===== config.mk =====
export PLATFORM = sky130hd
export DESIGN_NAME = segment_spi_main
export DESIGN_NICKNAME = d
export VERILOG_FILES = /design/src/rtl/segment_spi_main.sv
export SDC_FILE = /design/constraint.sdc
export NUM_CORES = 1
export LEC_CHECK = 0
export CAP_MARGIN = 20
export CORE_AREA = 2 2 110 112
export CTS_BUF_LIST = sky130_fd_sc_hd__clkbuf_8
export CTS_CLUSTER_DIAMETER = 50
export DETAILED_ROUTE_END_ITERATION = 16
export DIE_AREA = 0 0 112 114
export GPL_ROUTABILITY_DRIVEN = 0
export PLACE_DENSITY = 0.76
export SYNTH_ARGS = -nofsm -noshare
export SYNTH_HDL_FRONTEND = slang
export SYNTH_SLANG_ARGS = --single-unit

===== constraint.sdc =====
create_clock -name clk -period 1.9 [get_ports clk]
set_input_delay 0.38 -clock clk [delete_from_list [all_inputs] [get_ports clk]]
set_output_delay 0.38 -clock clk [all_outputs]
set_load 0.03 [all_outputs]

===== src/rtl/segment_spi_main.sv =====
// SPI initiator for the motion-segment link: polls free slots with CMD_STATUS and
// streams one segment per CMD_WRITE_FIFO transaction, never exceeding the reported credit.

package beagleg;
    localparam int unsigned MotionSegmentBits = 64;
    localparam logic [7:0]  CMD_STATUS        = 8'h01;
    localparam logic [7:0]  CMD_WRITE_FIFO    = 8'h02;
endpackage

module segment_spi_main #(
    parameter int unsigned ClkDiv       = 4,
    parameter int unsigned SegmentBytes = beagleg::MotionSegmentBits / 8,
    parameter int unsigned CsGap        = 4
) (
    input  logic                        clk,
    input  logic                        rst_n,
    input  logic                        seg_valid,
    output logic                        seg_ready,
    input  logic [8*SegmentBytes-1:0]   seg_data,
    input  logic                        status_req,
    output logic                        spi_sck,
    output logic                        spi_mosi,
    input  logic                        spi_miso,
    output logic                        spi_cs,
    output logic [7:0]                  free_slots,
    output logic                        busy
);

    localparam int unsigned SegW   = 8 * SegmentBytes;
    localparam int unsigned CntMax = (ClkDiv > CsGap) ? ClkDiv : CsGap;
    localparam int unsigned CntW   = $clog2(CntMax + 1);
    localparam int unsigned ByteW  = $clog2(SegmentBytes + 2);
    localparam logic [ByteW-1:0] LastWrite  = ByteW'(SegmentBytes);
    localparam logic [ByteW-1:0] LastStatus = ByteW'(1);
    localparam logic [7:0] CmdStatus = beagleg::CMD_STATUS;
    localparam logic [7:0] CmdWrite  = beagleg::CMD_WRITE_FIFO;

    typedef enum logic [2:0] {
        IDLE,
        CS_SETUP,
        SHIFT,
        CS_HOLD,
        GAP
    } state_t;

    state_t            state;
    logic [CntW-1:0]   cnt;
    logic [2:0]        bit_cnt;
    logic [ByteW-1:0]  byte_cnt;
    logic              is_write;
    logic              pend;
    logic [7:0]        tx_sh;
    logic [7:0]        rx_sh;
    logic [SegW-1:0]   seg_buf;

    logic half_done;
    logic gap_done;
    logic last_byte;

    assign half_done = (cnt == CntW'(ClkDiv - 1));
    assign gap_done  = (cnt == CntW'(CsGap - 1));
    assign last_byte = (byte_cnt == (is_write ? LastWrite : LastStatus));

    // Transaction sequencer; seg_buf drains one byte per loaded payload byte.
    always_ff @(posedge clk or negedge rst_n) begin
        if (!rst_n) begin
            state      <= IDLE;
            cnt        <= '0;
            bit_cnt    <= '0;
            byte_cnt   <= '0;
            is_write   <= 1'b0;
            pend       <= 1'b0;
            tx_sh      <= '0;
            rx_sh      <= '0;
            seg_buf    <= '0;
            seg_ready  <= 1'b0;
            spi_sck    <= 1'b0;
            spi_mosi   <= 1'b0;
            spi_cs     <= 1'b1;
            free_slots <= '0;
            busy       <= 1'b0;
        end else begin
            if (status_req) pend <= 1'b1;
            case (state)
                IDLE: begin
                    cnt      <= '0;
                    bit_cnt  <= '0;
                    byte_cnt <= '0;
                    if (seg_valid && seg_ready) begin
                        seg_buf   <= seg_data;
                        is_write  <= 1'b1;
                        tx_sh     <= CmdWrite;
                        spi_mosi  <= CmdWrite[7];
                        spi_cs    <= 1'b0;
                        busy      <= 1'b1;
                        seg_ready <= 1'b0;
                        state     <= CS_SETUP;
                    end else if (pend || status_req || (seg_valid && free_slots == 8'd0)) begin
                        seg_buf   <= '0;
                        is_write  <= 1'b0;
                        tx_sh     <= CmdStatus;
                        spi_mosi  <= CmdStatus[7];
                        spi_cs    <= 1'b0;
                        busy      <= 1'b1;
                        seg_ready <= 1'b0;
                        pend      <= 1'b0;
                        state     <= CS_SETUP;
                    end else begin
                        seg_ready <= (free_slots != 8'd0);
                    end
                end
                CS_SETUP: begin
                    cnt <= cnt + CntW'(1);
                    if (half_done) begin
                        cnt     <= '0;
                        spi_sck <= 1'b1;
                        rx_sh   <= {rx_sh[6:0], spi_miso};
                        state   <= SHIFT;
                    end
                end
                SHIFT: begin
                    cnt <= cnt + CntW'(1);
                    if (half_done) begin
                        cnt <= '0;
                        if (spi_sck) begin
                            // Falling edge: present the next bit, or the next byte's MSB.
                            spi_sck <= 1'b0;
                            if (bit_cnt != 3'd7) begin
                                tx_sh    <= {tx_sh[6:0], 1'b0};
                                spi_mosi <= tx_sh[6];
                            end else if (!last_byte) begin
                                tx_sh    <= seg_buf[7:0];
                                spi_mosi <= seg_buf[7];
                                seg_buf  <= seg_buf >> 8;
                            end
                        end else begin
                            bit_cnt <= bit_cnt + 3'd1;
                            if (bit_cnt == 3'd7) byte_cnt <= byte_cnt + ByteW'(1);
                            if (bit_cnt == 3'd7 && last_byte) begin
                                state <= CS_HOLD;
                            end else begin
                                spi_sck <= 1'b1;
                                rx_sh   <= {rx_sh[6:0], spi_miso};
                            end
                        end
                    end
                end
                CS_HOLD: begin
                    cnt <= cnt + CntW'(1);
                    if (half_done) begin
                        cnt      <= '0;
                        spi_cs   <= 1'b1;
                        spi_mosi <= 1'b0;
                        state    <= GAP;
                        if (!is_write) begin
                            free_slots <= rx_sh;
                        end else if (free_slots != 8'd0) begin
                            free_slots <= free_slots - 8'd1;
                        end
                    end
                end
                GAP: begin
                    cnt <= cnt + CntW'(1);
                    if (gap_done) begin
                        cnt       <= '0;
                        busy      <= 1'b0;
                        seg_ready <= (free_slots != 8'd0);
                        state     <= IDLE;
                    end
                end
                default: state <= IDLE;
            endcase
        end
    end

endmodule

==> metrics.md, run 1 <==
| Metric | Value |
|---|---|
| Outcome | finished with violations |
| Failing checks | setup timing |
| First-iteration detailed-routing DRC count | 194 |
| First-pass detailed-route iteration total | 4 |
| Seq cells post-synth | roughly 110 |
| Crit path max-delay family | simple AND/OR/NAND/NOR gates |
| Post-DRT Antenna Nets | 0 |
| DIE HEIGHT | 114 um |
| Vias/cell | 5.47 |
| GRT Util Overall | around a fifth |
| Top post-synthesis cells by count | dfrtp_1, mux2_4, a22o_1 |
| Area delta synth->final | 26.5% |
| Unique masters post-synth | just over 50 |
| Initial Util | between 40 and 50% |
| CTS Sinks | 107 |
| Slew Viols, Final | 0 |
| Buffers on Ports | 81 |
| WS Path Type | flop to flop |
| CP Launch Type | flop |
| Share of cells above drive strength 1 | 27.6% |
| Post-route setup TNS | -11160 ps |
| Least-Margin Pin Slew | 352 ps |
| Static Leakage | 3.22 nW |
| Row cnt | 40 |
| Core area | ~12000 sq um |
| Post-synthesis async set-or-reset flop share | 100% |
| Synth top area cells | dfrtp_1, mux2_4, a22o_1, mux2i_1, buf_12 |
| Peak Freq | 474 MHz |
| Initial antenna violation count | 0 |
| CTS Buf Count | 9 |
| RSZ-0062 raised after global routing | yes |
| Power Density | ~1400 nW/um^2 |
| Synthesized area | between 5000 and 6000 sq um |
| Setup clock skew after layout | approximately 16 ps |
| Critical Path End Type | flop |
| Final period util | 111% |
| Max cap viols | 0 |
| Nets | 660 |
| Hold Slack | around 410 ps |
| CP Data Arrival Time | around 2400 ps |
| Syn nets | 540 |
| First-pass GRT wire length | slightly above 20 mm |
| Synth Area per Inst | 12.3 sq um |
| Reg area | 2680 sq um |
| Fill count | 944 |
| Multi-input logic area | about 2800 sq um |
| Worst-path fanout max | 4 |
| Min-delay worst type | input port to asynchronous set/reset pin |
| WP buf/inv | 3 |
| Largest net degree at the start of global routing | about 50 |
| CP max-delay cell | dfrtp_2 |
| Cells along the critical path | inv_2 > ha_4 > nor4b_4 > a31oi_4 > buf_4 > buf_6 > a211o_1 > or3_4 > o2bb2ai_2 |
| TritonCTS clock tree | done |
| CTS root buf | clkbuf_8 |
| Tmin final | approximately 2100 ps |
| Largest area contributor in the netlist | dfrtp_1 |
| Clk_lat worst skew | 380 ps |
| Overall die width | around 110 um |
| DRC Markers | 0 |
| Vias | around 4000 |
| Congestion Overflow GR | 0 |
| Core utilization of the finished layout | around three fifths |
| Max H-tree Level | 3 |
| Worst IR Drop VDD | 840 uV |
| Avg WL per Cell | 16.6 um |
| Crit path required time | ~2200 ps |
| Ys Warns | 0 |
| Post-synth EDFFs | 0 |
| Count leader, synth | dfrtp_1 |
| Post-DP HPWL | approximately 8.7 mm |
| Clock-pin slew on the worst setup and hold paths | about 100 ps |
| Cells after synthesis | roughly 470 |
| Delay of the slowest critical-path stage | 410 ps |
| Ant diodes | 0 |
| Worst rel slew slack | 76.3% |
| Total chip power | around 10 mW |
| Final wirelength | ~12 mm |
| Setup ws final | -210 ps |
| Yosys top cell area share | about 47% |
| Final setup fails | 72 |
| Sequential area share after synthesis | 47.0% |
| Fin. Hold Viols | 0 |
| Die ar. | 12800 sq um |
| CTS max path bufs | 2 |
| I/O Pins | 82 |
| Number of global-route vias before repair | 4253 |
| Ys flop type | dfrtp_1 |
final timing paths:
check	depth (start not counted)	slack (ps)	start	to
min in group clk	2	500	spi_cs$_DFFE_PN1P_	spi_cs$_DFFE_PN1P_
max in group asynchronous	3	920	rst_n	spi_cs$_DFFE_PN1P_
setup / recovery	9	-210	free_slots[1]$_DFFE_PN0P_	spi_mosi$_DFFE_PN0P_
hold / removal	2	410	rst_n	seg_buf[20]$_DFFE_PN0P_
hold reg to reg	2	500	spi_cs$_DFFE_PN1P_	spi_cs$_DFFE_PN1P_
setup reg to reg	9	-210	free_slots[1]$_DFFE_PN0P_	spi_mosi$_DFFE_PN0P_
placed cells by master, fill, tap and decap left out, types with 3 or more instances in the layout:
| master | instances |
|---|---|
| nand3_1 | 5 |
| mux2_1 | 4 |
| mux2_4 | 60 |
| nand2b_1 | 3 |
| buf_4 | 47 |
| buf_12 | 7 |
| a31oi_1 | 3 |
| dlygate4sd2_1 | 9 |
| o21ai_0 | 21 |
| inv_1 | 18 |
| nand2_1 | 32 |
| mux2_2 | 4 |
| mux2i_1 | 17 |
| clkbuf_8 | 10 |
| buf_6 | 3 |
| ha_1 | 3 |
| clkdlybuf4s50_1 | 70 |
| dfrtp_1 | 104 |
| nor2_1 | 20 |
| o22a_1 | 6 |
| o22ai_1 | 8 |
| a21oi_1 | 12 |
| or3_1 | 4 |
| a22o_1 | 59 |
| o21ai_1 | 3 |
| nor3_1 | 3 |
| a21o_1 | 3 |
| and2_1 | 3 |
power breakdown:
| group | leakage (nW) | total (mW) | internal [mW] | switching (mW) |
|---|---|---|---|---|
| clock | 0.0802 | 1.27 | 0.499 | 0.768 |
| combinational | 1.73 | 4.89 | 2.70 | 2.19 |
| sequential | 1.41 | 3.92 | 3.26 | 0.665 |
sequential cells by signal, summed over array words and instances (netlist names), 3 cells and up:
signal      count
seg_buf        64
free_slots      8
rx_sh           8
tx_sh           7
byte_cnt        4
bit_cnt         3
cnt             3
state           3
per-stage QoR:
stage	cells	cell area [sq um]	setup WS, ps
floorplan	465	5710	-194
global placement	716	6970	-306
detailed placement	716	6970	-334
CTS	733	7160	-232
global route	735	7210	-333
finish	735	7210	-210
what timing repair did:
item / in CTS / in global routing
gates resized for setup: 12 / 10
setup buffers: 2 / 3
pin swaps: 0 / 4
cloned: 0 / 0
hold endpoints to repair: 14 / 0
hold buffers: 1 / 0
setup endpoints to repair: 83 / 89
logic make-up after synthesis:
group | after synthesis | share of synthesized area [%]
AOI/OAI and AO/OA | 128 | 17.3
and+or+nand+nor | 89 | 8.52
adders and majority gates | 6 | 1.32
xor gates and xnor gates | 1 | 0.154
buffers and inverters | 49 | 5.31
DFF | 107 | 47.0
muxes | 85 | 20.4
layout make-up:
| cell class | count | area share, % |
|---|---|---|
| clock inverters | 4 | 0.399 |
| inverters | 20 | 1.04 |
| repair buffers | 138 | 18.4 |
| well taps | 147 | 2.55 |
| clock buffers | 10 | 1.91 |
| multi-input cells | 309 | 38.5 |
| flip-flops and latches | 107 | 37.2 |
per-layer routing:
| metal | vias to the layer above | part of all wire [%] | global-route usage, % |
|---|---|---|---|
| met5 | - | 0 | 0 |
| met4 | 0 | 1.1 | 4.88 |
| met3 | 11 | 3.4 | 4.78 |
| met2 | 76 | 50 | 33.9 |
| met1 | 1987 | 46 | 26.0 |
| li1 | 1948 | - | - |
Power figures use the tool's default switching activity.
==> run 2, diff against run 1 <==
--- a/config.mk
+++ b/config.mk
@@ -8,11 +8,12 @@
 export CAP_MARGIN = 20
 export CORE_AREA = 2 2 110 112
 export CTS_BUF_LIST = sky130_fd_sc_hd__clkbuf_8
-export CTS_CLUSTER_DIAMETER = 50
+export CTS_CLUSTER_DIAMETER = 40
 export DETAILED_ROUTE_END_ITERATION = 16
 export DIE_AREA = 0 0 112 114
 export GPL_ROUTABILITY_DRIVEN = 0
 export PLACE_DENSITY = 0.76
+export SLEW_MARGIN = 20
 export SYNTH_ARGS = -nofsm -noshare
 export SYNTH_HDL_FRONTEND = slang
 export SYNTH_SLANG_ARGS = --single-unit
==> results of run 2 <==
No change in the layout: final DEF, timing and power equal those of run 1.
